[src/rtl/maze_pkg.sv]
// ============================================================================
//  Module      : maze_pkg
//  Description : Shared state encoding, default constants and widths for the
//                maze game round sequencer.
//  Revision    : 1.0 - initial release
// ============================================================================
`default_nettype none

package maze_pkg;

    localparam int DEF_NUM_LEVELS    = 4;
    localparam int DEF_LIVES         = 3;
    localparam int DEF_TIME_LIMIT    = 60;
    localparam int DEF_TICKS_PER_SEC = 60;
    localparam int DEF_HOLD_FRAMES   = 120;
    localparam int DEF_ARM_CYCLES    = 2;

    localparam int SECS_W  = 7;
    localparam int LIVES_W = 2;
    localparam int SCORE_W = 16;

    localparam logic [2:0] ENC_IDLE      = 3'd0;
    localparam logic [2:0] ENC_ARM       = 3'd1;
    localparam logic [2:0] ENC_PLAY      = 3'd2;
    localparam logic [2:0] ENC_WIN_HOLD  = 3'd3;
    localparam logic [2:0] ENC_LOSE_HOLD = 3'd4;
    localparam logic [2:0] ENC_DONE      = 3'd5;

    typedef enum logic [2:0] {
        ST_IDLE      = ENC_IDLE,
        ST_ARM       = ENC_ARM,
        ST_PLAY      = ENC_PLAY,
        ST_WIN_HOLD  = ENC_WIN_HOLD,
        ST_LOSE_HOLD = ENC_LOSE_HOLD,
        ST_DONE      = ENC_DONE
    } state_t;

    // Bits needed to hold the values 0..max_val inclusive.
    function automatic int cnt_width(input int max_val);
        return (max_val < 2) ? 1 : $clog2(max_val + 1);
    endfunction

endpackage

`default_nettype wire

[src/rtl/maze_countdown.sv]
// ============================================================================
//  Module      : maze_countdown
//  Description : Frame-tick divider and per-level seconds down-counter.
//  Revision    : 1.0 - initial release
// ============================================================================
`default_nettype none

module maze_countdown
    import maze_pkg::*;
#(
    parameter int TIME_LIMIT    = DEF_TIME_LIMIT,
    parameter int TICKS_PER_SEC = DEF_TICKS_PER_SEC
) (
    input  logic              clk_i,
    input  logic              rst_ni,
    input  logic              tick_i,
    input  logic              load_i,
    input  logic              en_i,
    output logic [SECS_W-1:0] secs_o,
    output logic              expired_o
);

    localparam int              DIV_W     = cnt_width(TICKS_PER_SEC);
    localparam logic [DIV_W-1:0]  DIV_LAST  = DIV_W'(TICKS_PER_SEC - 1);
    localparam logic [SECS_W-1:0] SECS_INIT = SECS_W'(TIME_LIMIT);

    logic [DIV_W-1:0]  div_q,  div_d;
    logic [SECS_W-1:0] secs_q, secs_d;
    logic              expired;

    // expired is a combinational pulse so the sequencer leaves PLAY on the
    // same edge the seconds counter lands on zero.
    always_comb begin
        div_d   = div_q;
        secs_d  = secs_q;
        expired = 1'b0;
        if (load_i) begin
            div_d  = '0;
            secs_d = SECS_INIT;
        end else if (en_i && tick_i) begin
            if (div_q == DIV_LAST) begin
                div_d = '0;
                if (secs_q <= SECS_W'(1)) begin
                    secs_d  = '0;
                    expired = 1'b1;
                end else begin
                    secs_d = secs_q - SECS_W'(1);
                end
            end else begin
                div_d = div_q + DIV_W'(1);
            end
        end
    end

    always_ff @(posedge clk_i or negedge rst_ni) begin
        if (!rst_ni) begin
            div_q  <= '0;
            secs_q <= SECS_INIT;
        end else begin
            div_q  <= div_d;
            secs_q <= secs_d;
        end
    end

    assign secs_o    = secs_q;
    assign expired_o = expired;

endmodule

`default_nettype wire

[src/rtl/maze_game_ctrl.sv]
// ============================================================================
//  Module      : maze_game_ctrl
//  Description : Round sequencer for the maze game (level, lives, countdown,
//                banners). Optional macro MAZE_SCORE_EN adds a score output.
//  Revision    : 1.0 - initial release
// ============================================================================
`default_nettype none

module maze_game_ctrl
    import maze_pkg::*;
#(
    parameter int NUM_LEVELS    = DEF_NUM_LEVELS,
    parameter int LIVES         = DEF_LIVES,
    parameter int TIME_LIMIT    = DEF_TIME_LIMIT,
    parameter int TICKS_PER_SEC = DEF_TICKS_PER_SEC,
    parameter int HOLD_FRAMES   = DEF_HOLD_FRAMES,
    parameter int ARM_CYCLES    = DEF_ARM_CYCLES
) (
    input  logic                          clk_i,
    input  logic                          rst_ni,
    input  logic                          frame_tick_i,
    input  logic                          start_i,
    input  logic                          col_win_i,
    input  logic                          col_over_i,
    output logic                          col_rst_o,
    output logic                          play_en_o,
    output logic [$clog2(NUM_LEVELS)-1:0] level_o,
    output logic [LIVES_W-1:0]            lives_left_o,
    output logic [SECS_W-1:0]             secs_left_o,
    output logic                          show_win_o,
    output logic                          show_lose_o,
`ifdef MAZE_SCORE_EN
    output logic [SCORE_W-1:0]            score_o,
`endif
    output logic                          game_done_o
);

    localparam int                 LVL_W     = $clog2(NUM_LEVELS);
    localparam int                 HOLD_W    = cnt_width(HOLD_FRAMES);
    localparam int                 ARM_W     = cnt_width(ARM_CYCLES);
    localparam logic [LVL_W-1:0]   LVL_LAST  = LVL_W'(NUM_LEVELS - 1);
    localparam logic [HOLD_W-1:0]  HOLD_LAST = HOLD_W'(HOLD_FRAMES - 1);
    localparam logic [ARM_W-1:0]   ARM_LAST  = ARM_W'(ARM_CYCLES - 1);
    localparam logic [LIVES_W-1:0] LIVES_INIT = LIVES_W'(LIVES);

    state_t               state_q, state_d;
    logic [LVL_W-1:0]     level_q, level_d;
    logic [LIVES_W-1:0]   lives_q, lives_d;
    logic [HOLD_W-1:0]    hold_cnt_q, hold_cnt_d;
    logic [ARM_W-1:0]     arm_cnt_q, arm_cnt_d;
    logic                 first_q, first_d;
    logic                 col_rst_q, play_en_q, show_win_q, show_lose_q, game_done_q;

    logic [SECS_W-1:0]    secs;
    logic                 expired;
    logic                 flag_win, flag_over;

    maze_countdown #(
        .TIME_LIMIT    (TIME_LIMIT),
        .TICKS_PER_SEC (TICKS_PER_SEC)
    ) u_countdown (
        .clk_i     (clk_i),
        .rst_ni    (rst_ni),
        .tick_i    (frame_tick_i),
        .load_i    (state_q == ST_ARM),
        .en_i      (state_q == ST_PLAY),
        .secs_o    (secs),
        .expired_o (expired)
    );

    // The checker's flags trail its reset by a clock, so the first PLAY
    // cycle still carries stale values from the previous round.
    assign flag_win  = col_win_i  && !first_q;
    assign flag_over = col_over_i && !first_q;

    always_comb begin
        state_d    = state_q;
        level_d    = level_q;
        lives_d    = lives_q;
        hold_cnt_d = hold_cnt_q;
        arm_cnt_d  = arm_cnt_q;
        first_d    = 1'b0;
        case (state_q)
            ST_IDLE: begin
                if (start_i) state_d = ST_ARM;
            end
            ST_ARM: begin
                if (arm_cnt_q == ARM_LAST) begin
                    state_d = ST_PLAY;
                    first_d = 1'b1;
                end else begin
                    arm_cnt_d = arm_cnt_q + ARM_W'(1);
                end
            end
            ST_PLAY: begin
                if (flag_win) begin
                    state_d = ST_WIN_HOLD;
                end else if (flag_over || expired) begin
                    state_d = ST_LOSE_HOLD;
                    lives_d = (lives_q == '0) ? '0 : lives_q - LIVES_W'(1);
                end
            end
            ST_WIN_HOLD: begin
                if (frame_tick_i) begin
                    if (hold_cnt_q == HOLD_LAST) begin
                        state_d = ST_ARM;
                        level_d = (level_q == LVL_LAST) ? '0 : level_q + LVL_W'(1);
                    end else begin
                        hold_cnt_d = hold_cnt_q + HOLD_W'(1);
                    end
                end
            end
            ST_LOSE_HOLD: begin
                if (frame_tick_i) begin
                    if (hold_cnt_q == HOLD_LAST) begin
                        state_d = (lives_q == '0) ? ST_DONE : ST_ARM;
                    end else begin
                        hold_cnt_d = hold_cnt_q + HOLD_W'(1);
                    end
                end
            end
            ST_DONE: begin
                if (start_i) begin
                    state_d = ST_ARM;
                    lives_d = LIVES_INIT;
                    level_d = '0;
                end
            end
            default: state_d = ST_IDLE;
        endcase
        // Entering any state restarts its counters; a tick on the entry edge
        // is therefore never counted.
        if (state_d != state_q) begin
            hold_cnt_d = '0;
            arm_cnt_d  = '0;
        end
    end

    always_ff @(posedge clk_i or negedge rst_ni) begin
        if (!rst_ni) begin
            state_q     <= ST_IDLE;
            level_q     <= '0;
            lives_q     <= LIVES_INIT;
            hold_cnt_q  <= '0;
            arm_cnt_q   <= '0;
            first_q     <= 1'b0;
            col_rst_q   <= 1'b1;
            play_en_q   <= 1'b0;
            show_win_q  <= 1'b0;
            show_lose_q <= 1'b0;
            game_done_q <= 1'b0;
        end else begin
            state_q     <= state_d;
            level_q     <= level_d;
            lives_q     <= lives_d;
            hold_cnt_q  <= hold_cnt_d;
            arm_cnt_q   <= arm_cnt_d;
            first_q     <= first_d;
            col_rst_q   <= (state_d == ST_IDLE) || (state_d == ST_ARM) || (state_d == ST_DONE);
            play_en_q   <= (state_d == ST_PLAY);
            show_win_q  <= (state_d == ST_WIN_HOLD);
            show_lose_q <= (state_d == ST_LOSE_HOLD);
            game_done_q <= (state_d == ST_DONE);
        end
    end

`ifdef MAZE_SCORE_EN
    logic [SCORE_W-1:0] score_q, score_d;
    logic [31:0]        win_pts, score_sum;

    always_comb begin
        win_pts   = 32'(secs) * (32'(level_q) + 32'd1);
        score_sum = 32'(score_q) + win_pts;
        score_d   = score_q;
        if (state_q == ST_PLAY && state_d == ST_WIN_HOLD) begin
            score_d = (score_sum > 32'h0000_FFFF) ? 16'hFFFF : score_sum[SCORE_W-1:0];
        end else if (state_q == ST_DONE && state_d == ST_ARM) begin
            score_d = '0;
        end
    end

    always_ff @(posedge clk_i or negedge rst_ni) begin
        if (!rst_ni) score_q <= '0;
        else         score_q <= score_d;
    end

    assign score_o = score_q;
`endif

    assign col_rst_o    = col_rst_q;
    assign play_en_o    = play_en_q;
    assign level_o      = level_q;
    assign lives_left_o = lives_q;
    assign secs_left_o  = secs;
    assign show_win_o   = show_win_q;
    assign show_lose_o  = show_lose_q;
    assign game_done_o  = game_done_q;

endmodule

`default_nettype wire

[config.mk]
export PLATFORM = sky130hd
export DESIGN_NAME = maze_game_ctrl
export DESIGN_NICKNAME = d
export VERILOG_FILES = /design/src/rtl/maze_pkg.sv /design/src/rtl/maze_countdown.sv /design/src/rtl/maze_game_ctrl.sv
export SDC_FILE = /design/constraint.sdc
export NUM_CORES = 1
export LEC_CHECK = 0
export CAP_MARGIN = 20
export CORE_AREA = 8 8 67 112
export DETAILED_ROUTE_END_ITERATION = 7
export DIE_AREA = 0 0 75 120
export PLACE_DENSITY = 0.53
export SYNTH_ARGS = -nofsm -noshare
export SYNTH_HDL_FRONTEND = slang
export SYNTH_SLANG_ARGS = --single-unit
[constraint.sdc]
create_clock -name clk_i -period 3.5 [get_ports clk_i]
set_clock_uncertainty 0.2 [all_clocks]
set_input_delay 0.7 -clock clk_i [delete_from_list [all_inputs] [get_ports clk_i]]
set_output_delay 0.7 -clock clk_i [all_outputs]
set_load 0.02 [all_outputs]
---- Word-level counts from Yosys, hierarchy flattened ----
Cells that the tools add are included.
cells by class
  $add $sub $neg .......................... 6
  multiply operators ...................... 0
  divide/modulo/power cells ............... 0
  $lt $le $gt $ge ......................... 1
  equality and inequality tests ........... 22
  shifts and indexed selects .............. 0
  muxes and demuxes ....................... 40
  bitwise gates (word level) .............. 0
  reductions and logical operators ........ 24
operator list
  cell                   count
  $mux W7                8
  $mux W3                9
  $mux W2                11
  $mux W6                3
  $pmux W3 S5            1
  $reduce_bool A2 Y1     7
  $eq A3 B2 Y1 const B   4
  $eq A3 B3 Y1 const B   4
  $ne A2 B2 Y1 const B   5
  $pmux W2 S2            2
  $reduce_and A4 Y1      2
  $add A7 B1 Y7 const B  1
  $eq A7 B7 Y1 const B   1
  $le A7 B1 Y1 const B   1
  $sub A7 B1 Y7 const B  1
  $add A6 B1 Y6 const B  1
  $eq A3 B1 Y1 const B   2
  $eq A6 B6 Y1 const B   1
  $logic_not A3 Y1       2
  $mux W1                6
  $add A2 B1 Y2 const B  2
  $ne A2 B1 Y1 const B   2
  $reduce_and A2 Y1      2
  $reduce_or A2 Y1       2
  other kinds (9)        13
storage, ports and cells
  register bits ........................... 35
  bits in latches ......................... 0
  memory bits (writable) .................. 0
  ROM bits ................................ 0
  input port bits ......................... 6
  output and inout port bits .............. 16
  word-level logic and storage cells ...... 106
  memories ................................ 0

---- Depth between registers and ports, before layout ----
Gate-level depths: netlist of run 1.
  word-level depth ........................ 12
  gate-level depth with buffers ........... 8
  gate-level depth less buffers ........... 8

---- Hierarchy ----
From an unflattened synthesis of run 1, not the netlist that was laid out.
unflattened totals
  cell total of the unflattened synthesis .. 204
  area total of the unflattened synthesis .. 2043.2 µm²
by module, submodules not included
  module          instances  cells an instance  area an instance (µm²)  sequential area each (µm²)
  maze_game_ctrl  1          122                1261.2                  554.3
  maze_countdown  1          82                 782.0                   330.3

---- Worst setup path after synthesis of run 1 ----
Ideal clock, no wire load.
  path kind ............................... input -> register
  start ................................... input port frame_tick_i
  end ..................................... register arm_cnt_q[1]
  setup time .............................. 112 ps
  arrival ................................. 2197 ps
  data required time ...................... 3188 ps
  slack ................................... 991 ps
  stages on the path ...................... 8
  buffers on the path ..................... 3
  cell sequence ........................... buf_2 and4bb_1 and3_1 buf_2 a211o_1 and3_1 clkbuf_1 a2111oi_2
between the ends
  longest elaborated chain between the ends .. 10
ends and longest elaborated chain
  element                                                       RTL line               source
  start, declared                                               maze_game_ctrl.sv:21   input logic frame_tick_i,
  $logic_and A1 B1 Y1                                           maze_countdown.sv:40   end else if (en_i && tick_i) begin
  $mux W1                                                       maze_countdown.sv:40
  $mux W1                                                       maze_countdown.sv:37   if (load_i) begin
  $logic_or A1 B1 Y1                                            maze_game_ctrl.sv:98   end else if (flag_over || expired) begin
  $mux W3                                                       maze_game_ctrl.sv:98
  $mux W3                                                       maze_game_ctrl.sv:96   if (flag_win) begin
  $pmux W3 S5 *                                                 maze_game_ctrl.sv:83   case (state_q)
  $ne A3 B3 Y1 *                                                maze_game_ctrl.sv:133  if (state_d != state_q) begin
  $ne A2 B1 Y1 (no line) or $reduce_bool A2 Y1 (tied branches)  --
  $reduce_and A2 Y1 (no line)                                   --
  end signal, assigned                                          maze_game_ctrl.sv:157  arm_cnt_q <= arm_cnt_d;
  end, declared                                                 maze_game_ctrl.sv:50   logic [ARM_W-1:0] arm_cnt_q, arm_cnt_d;
Mark *: on every way between the ends. The rest lies on a longest branch, timed or not.
A chain may end at the register's enable or synchronous reset.

---- Worst setup path after layout of run 1 ----
  start ................................... input port frame_tick_i
  end ..................................... register u_countdown.secs_q[4], in the netlist u_countdown.secs_o[4]
between the ends
  longest elaborated chain between the ends .. 3
ends and longest elaborated chain
  element                       RTL line              source
  $logic_and A1 B1 Y1           maze_countdown.sv:40
  $reduce_bool A2 Y1 (no line)  --
  $reduce_and A2 Y1 (no line)   --
  end signal, assigned          maze_countdown.sv:61  secs_q <= secs_d;
  end, declared                 maze_countdown.sv:28  logic [SECS_W-1:0] secs_q, secs_d;
Every way passes these cells.

==> results of run 1 <==
-- per-layer routing --
layer  track usage, %  vias up  share of wire [%]
met3             2.26        5                2.1
li1                 -      820                  -
met1             11.3      798                 39
met5                0        -                  0
met4             4.81        0                1.8
met2             21.6       17                 57
-- layout make-up --
cell class / instances / area [um2]
Fill cell: 635 / 3630
Multi-Input combinational cell: 165 / 1050
Sequential cell: 35 / 885
Timing Repair Buffer: 24 / 228
Tap cell: 80 / 100
Clock buffer: 5 / 68.8
Clock inverter: 3 / 43.8
Inverter: 9 / 33.8
-- cell families after synthesis --
group | Yosys count | share of synthesized area (%)
simple gates | 107 | 29.4
compound gates | 40 | 13.5
flops | 35 | 44.2
buf+inv | 18 | 3.56
xor+xnor | 7 | 3.06
fa+ha+maj | 6 | 3.75
mux | 5 | 2.56
-- per-stage QoR --
step	utilization [%]	cells	setup WS, ns
floorplan	-	218	0.991
detailed placement	38.0	313	0.350
CTS	39.8	321	0.683
global placement	38.0	313	0.380
global route	39.8	321	0.476
finish	39.8	321	0.690
-- final timing paths --
| check | startpoint | to | slack (ns) |
|---|---|---|---|
| max | frame_tick_i | u_countdown.secs_o[4]$_DFFE_PN1P_ | 0.69 |
| min | rst_ni | hold_cnt_q[6]$_DFFE_PN0P_ | 0.29 |
| max reg2reg | state_q[1]$_DFF_PN0_ | arm_cnt_q[1]$_DFFE_PN0P_ | 0.82 |
| min reg2reg | lives_left_o[1]$_DFFE_PN1P_ | lives_left_o[1]$_DFFE_PN1P_ | 0.31 |
| max in group asynchronous | rst_ni | u_countdown.secs_o[6]$_DFFE_PN0P_ | 2.31 |
| min in group clk_i | lives_left_o[1]$_DFFE_PN1P_ | lives_left_o[1]$_DFFE_PN1P_ | 0.31 |
-- flip-flops by register name (all words and copies together) (netlist names), 2 cells and up --
name and flops:
u_countdown.div_q 6, level_o 2, arm_cnt_q 2, lives_left_o 2, hold_cnt_q 7, state_q 3, u_countdown.secs_o 7
-- synth_stat cells, types with 5 or more instances --
cell type and count:
dfrtp_1 28, nand2_1 20, nor2_1 19, nor3_1 13, o21ai_0 12, nor2b_1 11, nand3_1 10, a21oi_1 9
inv_1 9, dfstp_2 7, xnor2_1 7, ha_1 6, clkbuf_1 5, nor3b_1 5, or3_1 5
-- power groups by stage --
stage / Sequential, mW / Combinational [mW] / Clock [mW]
2_1_floorplan: 0.595 / 0.342 / 0
3_3_place_gp: 0.569 / 0.566 / 0
3_5_place_dp: 0.568 / 0.570 / 0
4_1_cts: 0.561 / 0.572 / 0.382
5_1_grt: 0.574 / 0.617 / 0.399
6_report: 0.560 / 0.560 / 0.367
-- placed cells by master, fill, tap and decap left out, types with 3 or more instances in the layout --
| cell type | count |
|---|---|
| clkdlybuf4s50_1 | 20 |
| a21oi_1 | 9 |
| ha_1 | 6 |
| mux2i_1 | 4 |
| nor3_1 | 13 |
| nand3_1 | 10 |
| xnor2_1 | 7 |
| nand2_1 | 20 |
| inv_1 | 9 |
| nor4_1 | 3 |
| buf_4 | 3 |
| dfstp_2 | 7 |
| or3_1 | 5 |
| o21ai_0 | 12 |
| nor2b_1 | 11 |
| clkbuf_8 | 5 |
| and2_1 | 3 |
| nor2_1 | 19 |
| nor3b_1 | 5 |
| nand2b_1 | 4 |
| a31oi_1 | 4 |
| dfrtp_1 | 28 |
-- worst register-to-register path, stage by stage, from the launching register on --
cell       delay [ns]
dfrtp_1          0.58
nor3b_1          0.49
o21ai_0          0.22
a221oi_1         0.37
o2111ai_2        0.35
a2111oi_2        0.37
==> impl_metrics.tcl, run 1 <==
set metrics [dict create \
    status "completed" \
    switching_share_pct 36.8 \
    cts_hold_buffers 0 \
    vias 1640 \
    finalHoldViolCount 0 \
    setup-tns-final_ns 0 \
    seqPwrFrac_pct 37.7 \
    cts.sinks 35 \
    cp.arrival_ns 2.82 \
    synth-seq-area-share_pct 44.2 \
    synth_top_cell_area_share_pct 35.0 \
    dieArea_um2 9000 \
    path_depth 6 \
    start_util_pct 33.2 \
    slowest_delay_ns 0.62 \
    hpwl_um 3490 \
    ant_nets 0 \
    finalCritPeriodShare_pct 80.3 \
    p_leak_nw 0.978 \
    cts_made_buffers 5 \
    synthArstFlopShare_pct 100 \
    ff2ff_path_depth 5 \
    syn_area_per_cell_um2 9.19 \
    drive_gt1_share_pct 11.2 \
    yosys.area.top_type "dfrtp_1" \
    htree_levels 2 \
    drcViolationCount 0 \
    crit_family "simple AND/OR/NAND/NOR gates" \
    drt_iter0_drc 89 \
    grt_usage_pct 11.5 \
    numPortBuffers 21 \
    grt_pass1_vias 1675 \
    ctsResizeCount 0 \
    fp.dieW_um 75 \
    cts_tree "built" \
    period_minus_slack_ns 2.81 \
    synth_area_um2 2000 \
    setup_violations 0 \
    synth_edf_count 0 \
    vias_per_cell 5.11 \
    wl_per_cell_um 14.5 \
    cts-root-buf "clkbuf_8" \
    fin_area_um2 2410 \
    power.density_nw_per_um2 618 \
    overflow 0 \
    globalplace.congestion 0.794 \
    wirelength_um 4660 \
    postPlaceCellArea_um2 2290 \
    crit_type "input pin to flip-flop" \
    syn_nets 230 \
    cp.required_ns 3.51 \
    tightest_slew_ns 0.797 \
    cp-end-kind "flip-flop" \
    max_cap_viol_count 0 \
    whs_ns 0.290 \
    p_int_mw 0.940 \
    ys_seq_elements 35 \
    hold_class "input pin to asynchronous set/reset pin" \
    rows 38 \
    cts_buffer_depth 2 \
    startpoint_type "input pin" \
    worstPathCellList "clkdlybuf4s50_1 > and4bb_1 > and3_1 > nand2_1 > or4_1 > o211ai_1" \
    syn_to_final_growth_pct 20.1 \
    slew_headroom_pct 46.9 \
    slowest_stage "clkdlybuf4s50_1" \
    clkPwrFrac_pct 24.7 \
    slew_viol_final 0 \
    synth_cells 218 \
    ys.flop_type "dfrtp_1" \
    synthTopCellsByArea "dfrtp_1 (35%), dfstp_2 (9.2%), ha_1 (3.7%), nand2_1 (3.7%), nor2_1 (3.6%)" \
    nets 252 \
    boundaryPins 22 \
    core_region_area_um2 6040 \
    combinationalPowerShare_pct 37.6 \
    antenna_found_initial 0 \
    power.switching_mw 0.547 \
    total_power_mw 1.49 \
    grt_max_degree 36 \
    yosysWarnings 0 \
    rsz0062_at_grt "false" \
    ys_types 48 \
    die_h_um 120 \
    clk_pin_slew_worst_paths_ns 0.08 \
    peakVddDrop_v 0.000365 \
    diodes 0 \
    clkLatencyLatePin_ns 0.29 \
    grt_pass1_wl_um 8000 \
    drt_pass1_iterations 4 \
    crit_path_max_fanout 9 \
    fmax_mhz 356 \
    cts_setup_buffers 0 \
    worstPathBufferInverterCount 1 \
]
No activity file was read; power rests on OpenSTA's default activity.
==> inputs of run 2 (changes only) <==
==> constraint.sdc (replaced) <==
create_clock -name clk_i -period 2.9 [get_ports clk_i]
set_clock_uncertainty 0.2 [all_clocks]
set_input_delay 0.58 -clock clk_i [delete_from_list [all_inputs] [get_ports clk_i]]
set_output_delay 0.58 -clock clk_i [all_outputs]
set_load 0.02 [all_outputs]
==> run 2 against run 1 <==
Compared with the run above:
- clock power fell by 5.4%
- non-clock buffer count rose by 7
- cell count rose by 2.2%
- critical path depth did not move
- die area did not move
- count of clock-buffer cells in the layout did not move
- highest routed layer unchanged
==> impl_metrics.tcl, run 2 (synthesized netlist as in run 1, its figures left out) <==
set metrics [dict create \
    cp-end-kind "flip-flop" \
    setup_violations 0 \
    path_common_cell "nor2b_1" \
    wirelength_um 4770 \
    start_util_pct 33.2 \
    seqCellArea_um2 885 \
    core_region_area_um2 6040 \
    setup-tns-final_ns 0 \
    diodes 0 \
    drcViolationCount 0 \
    cts-root-buf "clkbuf_8" \
    post-place-ws_ns 0.0370 \
    layout_commonest_cell "dfrtp_1" \
    hpwl_um 3650 \
    tightest_slew_ns 0.789 \
    period_minus_slack_ns 2.58 \
    finalHoldViolCount 0 \
    cts_setup_buffers 0 \
    hold_class "input pin to asynchronous set/reset pin" \
    vias_per_cell 5.05 \
    drive_gt1_share_pct 13.7 \
    finalCritPeriodShare_pct 88.9 \
    ctsResizeCount 0 \
    clkLatencyLatePin_ns 0.29 \
    die_h_um 120 \
    worstPathCellList "clkdlybuf4s50_1 > nor2b_1 > nor2b_1 > a31oi_1 > o2111ai_2 > a2111oi_2" \
    grt_usage_pct 11.8 \
    cts.sinks 35 \
    nets 259 \
    htree_levels 2 \
    cp.required_ns 2.88 \
    cts_tree "built" \
    numPortBuffers 21 \
    clk_pin_slew_worst_paths_ns 0.08 \
    nFillCells 636 \
    grt_pass1_vias 1747 \
    peakVddDrop_v 0.000444 \
    fp.dieW_um 75 \
    power.density_nw_per_um2 710 \
    slew_viol_final 0 \
    rsz0062_at_grt "false" \
    boundaryPins 22 \
    status "completed" \
    drt_iter0_drc 71 \
    p_leak_nw 1.00 \
    slowest_delay_ns 0.48 \
    wl_per_cell_um 14.5 \
    cts_hold_buffers 0 \
    syn_to_final_growth_pct 21.3 \
    slowest_stage "clkdlybuf4s50_1" \
    grt_pass1_wl_um 8270 \
    slew_headroom_pct 47.4 \
    globalplace.congestion 0.783 \
    setup_ws_ns 0.321 \
    fmax_mhz 388 \
    crit_type "input pin to flip-flop" \
    drt_pass1_iterations 4 \
    cts_buffer_depth 2 \
    layout_common_cells "dfrtp_1 (28), nand2_1 (20), clkdlybuf4s50_1 (20), nor2_1 (19), nor3_1 (13)" \
    overflow 0 \
    grt_max_degree 36 \
    cp.arrival_ns 2.55 \
    antenna_found_initial 0 \
    rows 38 \
    dieArea_um2 9000 \
    max_cap_viol_count 0 \
    multi_input_area_um2 1050 \
    startpoint_type "input pin" \
    vias 1657 \
    cts_made_buffers 5 \
    ant_nets 0 \
    crit_path_max_fanout 9 \
]
[run 2: cell count changes in the layout (fill, tap and decap cells not counted)]
cell	change
buf_4	+7
bufinv_16	-1
clkinv_2	+2
clkinv_4	-1
[run 2: final timing paths]
kind	from	end	slack (ns)	depth (start not counted)
min in group clk_i	lives_left_o[1]$_DFFE_PN1P_	lives_left_o[1]$_DFFE_PN1P_	0.31	2
max in group asynchronous	rst_ni	u_countdown.secs_o[6]$_DFFE_PN0P_	1.83	1
max	col_win_i	arm_cnt_q[1]$_DFFE_PN0P_	0.32	6
max reg2reg	u_countdown.secs_o[2]$_DFFE_PN1P_	hold_cnt_q[0]$_DFFE_PN0P_	0.41	5
min	rst_ni	u_countdown.div_q[0]$_DFFE_PN0P_	0.17	1
min reg2reg	lives_left_o[1]$_DFFE_PN1P_	lives_left_o[1]$_DFFE_PN1P_	0.31	2
[run 2: metrics by stage]
stage | cells | hold WS, ns | total power [mW] | util [%] | cell area, um2
2_1_floorplan | 218 | 0.0844 | 1.13 | - | 2000
3_3_place_gp | 320 | 0.323 | 1.40 | 38.9 | 2350
3_5_place_dp | 320 | 0.305 | 1.40 | 38.9 | 2350
4_1_cts | 328 | 0.206 | 1.75 | 40.2 | 2430
5_1_grt | 328 | 0.234 | 1.86 | 40.2 | 2430
6_report | 328 | 0.173 | 1.72 | 40.2 | 2430
[run 2: layout make-up]
cell class                      count  area share (%)
Multi-Input combinational cell    165            43.1
Sequential cell                    35            36.4
Tap cell                           80            4.12
Inverter                            9            1.39
Clock buffer                        5            2.83
Timing Repair Buffer               31            11.5
Clock inverter                      3           0.618
[run 2: power by group]
group | total [mW] | internal [mW] | switching (mW)
logic | 0.720 | 0.301 | 0.419
registers | 0.658 | 0.596 | 0.0615
clock network | 0.347 | 0.164 | 0.182
[run 2: critical path: cells and delay by family]
kind	cells	cell delay [ns]
buffers and inverters	1	0.48
and+or+nand+nor	2	0.50
AOI/OAI and AO/OA	3	0.99
[run 2: routing by layer]
layer / vias up / track usage [%] / routed length [um] / share of wire (%)
met5: - / 0 / 0 / 0
met4: 0 / 5.19 / 76 / 1.6
met3: 6 / 2.26 / 135 / 2.8
met2: 23 / 21.3 / 2750 / 58
met1: 799 / 12.4 / 1810 / 38
li1: 829 / - / - / -
==> inputs of run 3 (changes only) <==
--- a/config.mk
+++ b/config.mk
@@ -6,10 +6,10 @@
 export NUM_CORES = 1
 export LEC_CHECK = 0
 export CAP_MARGIN = 20
-export CORE_AREA = 8 8 67 112
+export CORE_AREA = 8 8 61 101
 export DETAILED_ROUTE_END_ITERATION = 7
-export DIE_AREA = 0 0 75 120
-export PLACE_DENSITY = 0.53
+export DIE_AREA = 0 0 69 109
+export PLACE_DENSITY = 0.63
 export SYNTH_ARGS = -nofsm -noshare
 export SYNTH_HDL_FRONTEND = slang
 export SYNTH_SLANG_ARGS = --single-unit
==> run 3 against run 2 <==
Compared with the run above:
- via count grew 1.7%
- sequential share of layout area shrank 0.22 points
- power grew 2.5%
- utilization grew 10 points
- cell count shrank 7.0%
- flip-flop and latch count is the same
- count of clock-buffer cells in the layout grew 2
- cell area grew 0.62%
- maximum frequency grew 1.3%
- non-clock buffer count grew 3
- worst hold slack gained 0.13 ns
- first-iteration DRC count grew 52%
- critical path type unchanged
- largest cell class unchanged
- largest power group unchanged
- highest routed layer unchanged
==> impl_metrics.tcl, run 3 (synthesized netlist as in run 1, its figures left out) <==
set metrics [dict create \
    ctsResizeCount 0 \
    wirelength_um 4540 \
    drcViolationCount 0 \
    worstPathCellList "clkdlybuf4s50_1 > nor2b_1 > nor2b_1 > a31oi_1 > o2111ai_2 > a2111oi_2" \
    setup_violations 0 \
    layout_commonest_cell "dfrtp_1" \
    fmax_mhz 393 \
    busiest_layer "met2" \
    finalCoreUtilization_pct 50.4 \
    boundaryPins 22 \
    r2r_slack_ns 0.51 \
    nFillCells 459 \
    slowest_stage "clkdlybuf4s50_1" \
    switching_share_pct 36.8 \
    use_met1_pct 11.7 \
    ant_nets 0 \
    cts_made_buffers 5 \
    crit_family "compound AO/OA/AOI/OAI gates" \
    numPortBuffers 21 \
    worstPathBufferInverterCount 1 \
    p_leak_nw 1.02 \
    cts.sinks 35 \
    p_int_mw 1.12 \
    die_h_um 109 \
    syn_to_final_growth_pct 22.0 \
    dieArea_um2 7520 \
    start_util_pct 41.3 \
    finalCritPeriodShare_pct 87.8 \
    cp.arrival_ns 2.52 \
    core_region_area_um2 4850 \
    fp.dieW_um 69 \
    cts_hold_buffers 0 \
    slowest_delay_ns 0.49 \
    slew_viol_final 0 \
    drive_gt1_share_pct 14.3 \
    startpoint_type "input pin" \
    hold_class "flip-flop to flip-flop" \
    drt_pass1_iterations 4 \
    crit_type "input pin to flip-flop" \
    wl_per_cell_um 14.9 \
    vias_per_cell 5.52 \
    crit_path_max_fanout 9 \
    slew_headroom_pct 64.5 \
    grt_max_degree 36 \
    overflow 0 \
    rsz0062_at_grt "false" \
    cts_setup_buffers 0 \
    power.density_nw_per_um2 723 \
    period_minus_slack_ns 2.55 \
    grt_usage_pct 12.2 \
    globalplace.congestion 0.854 \
    grt_pass1_vias 1704 \
    cp-end-kind "flip-flop" \
    cts-root-buf "clkbuf_8" \
    clkPwrFrac_pct 22.3 \
    power.switching_mw 0.651 \
    grt_pass1_wl_um 7550 \
    hpwl_um 3460 \
    drt_iter0_drc 108 \
    path_common_cell "nor2b_1" \
    diodes 0 \
    cp.required_ns 2.88 \
    peakVddDrop_v 0.000440 \
    vias 1685 \
    antenna_found_initial 0 \
    finalHoldViolCount 0 \
    status "completed" \
    nets 262 \
    rows 34 \
    seqPwrFrac_pct 37.1 \
    cts_buffer_depth 2 \
    htree_levels 2 \
    cts_tree "built" \
    layout_common_cells "dfrtp_1 (28), clkdlybuf4s50_1 (21), nand2_1 (20), nor2_1 (19)" \
    tightest_slew_ns 0.529 \
    setup-tns-final_ns 0 \
    max_cap_viol_count 0 \
    met2_usage_pct 23.5 \
    use_met3_pct 2.55 \
    clkLatencyLatePin_ns 0.29 \
    clk_pin_slew_worst_paths_ns 0.07 \
    combinationalPowerShare_pct 40.6 \
]
-- run 3: worst paths after layout --
| kind | depth (start not counted) | to | startpoint |
|---|---|---|---|
| setup reg to reg | 5 | hold_cnt_q[5]$_DFFE_PN0P_ | u_countdown.secs_o[2]$_DFFE_PN1P_ |
| setup / recovery | 6 | arm_cnt_q[1]$_DFFE_PN0P_ | col_win_i |
| hold / removal | 2 | lives_left_o[1]$_DFFE_PN1P_ | lives_left_o[1]$_DFFE_PN1P_ |
| max in group asynchronous | 2 | col_rst_o$_DFF_PN1_ | rst_ni |
| min in group asynchronous | 2 | u_countdown.secs_o[6]$_DFFE_PN0P_ | rst_ni |
| hold reg to reg | 2 | lives_left_o[1]$_DFFE_PN1P_ | lives_left_o[1]$_DFFE_PN1P_ |
-- run 3: routing by layer --
metal | vias up | part of all wire (%)
li1 | 846 | -
met1 | 815 | 40
met2 | 16 | 55
met3 | 8 | 2.2
met4 | 0 | 2.4
met5 | - | 0
-- run 3: power by group through the flow --
stage                     Combinational (mW)  Sequential [mW]  Clock [mW]
after global routing                   0.800            0.670       0.424
after CTS                              0.730            0.658       0.407
final                                  0.718            0.655       0.394
after floorplan                        0.413            0.718           0
after global placement                 0.722            0.664           0
after detailed placement               0.729            0.664           0
-- run 3: layout make-up --
cell class	count	area (um2)	share of cell area, %
multi-input cells	165	1050	42.8
flip-flops and latches	35	885	36.2
repair buffers	34	308	12.6
clock buffers	7	96.3	3.94
well taps	54	67.6	2.76
inverters	9	33.8	1.38
clock inverters	1	7.51	0.307
-- run 3: worst min-delay path: cells and delay by family (launching register included) --
family,cells,cell delay [ns]
AOI/OAI and AO/OA,1,0.06
DFF,1,0.39
and+or+nand+nor,1,0.05
-- run 3: metrics by stage --
stage / setup slack, ns / power (mW) / std cells / instance area [um2] / hold slack, ns
6_report: 0.353 / 1.77 / 305 / 2440 / 0.302
3_3_place_gp: 0.107 / 1.39 / 297 / 2340 / 0.302
3_5_place_dp: 0.0890 / 1.39 / 297 / 2340 / 0.288
2_1_floorplan: 0.511 / 1.13 / 218 / 2000 / 0.0844
4_1_cts: 0.367 / 1.80 / 305 / 2440 / 0.309
5_1_grt: 0.195 / 1.89 / 305 / 2440 / 0.340
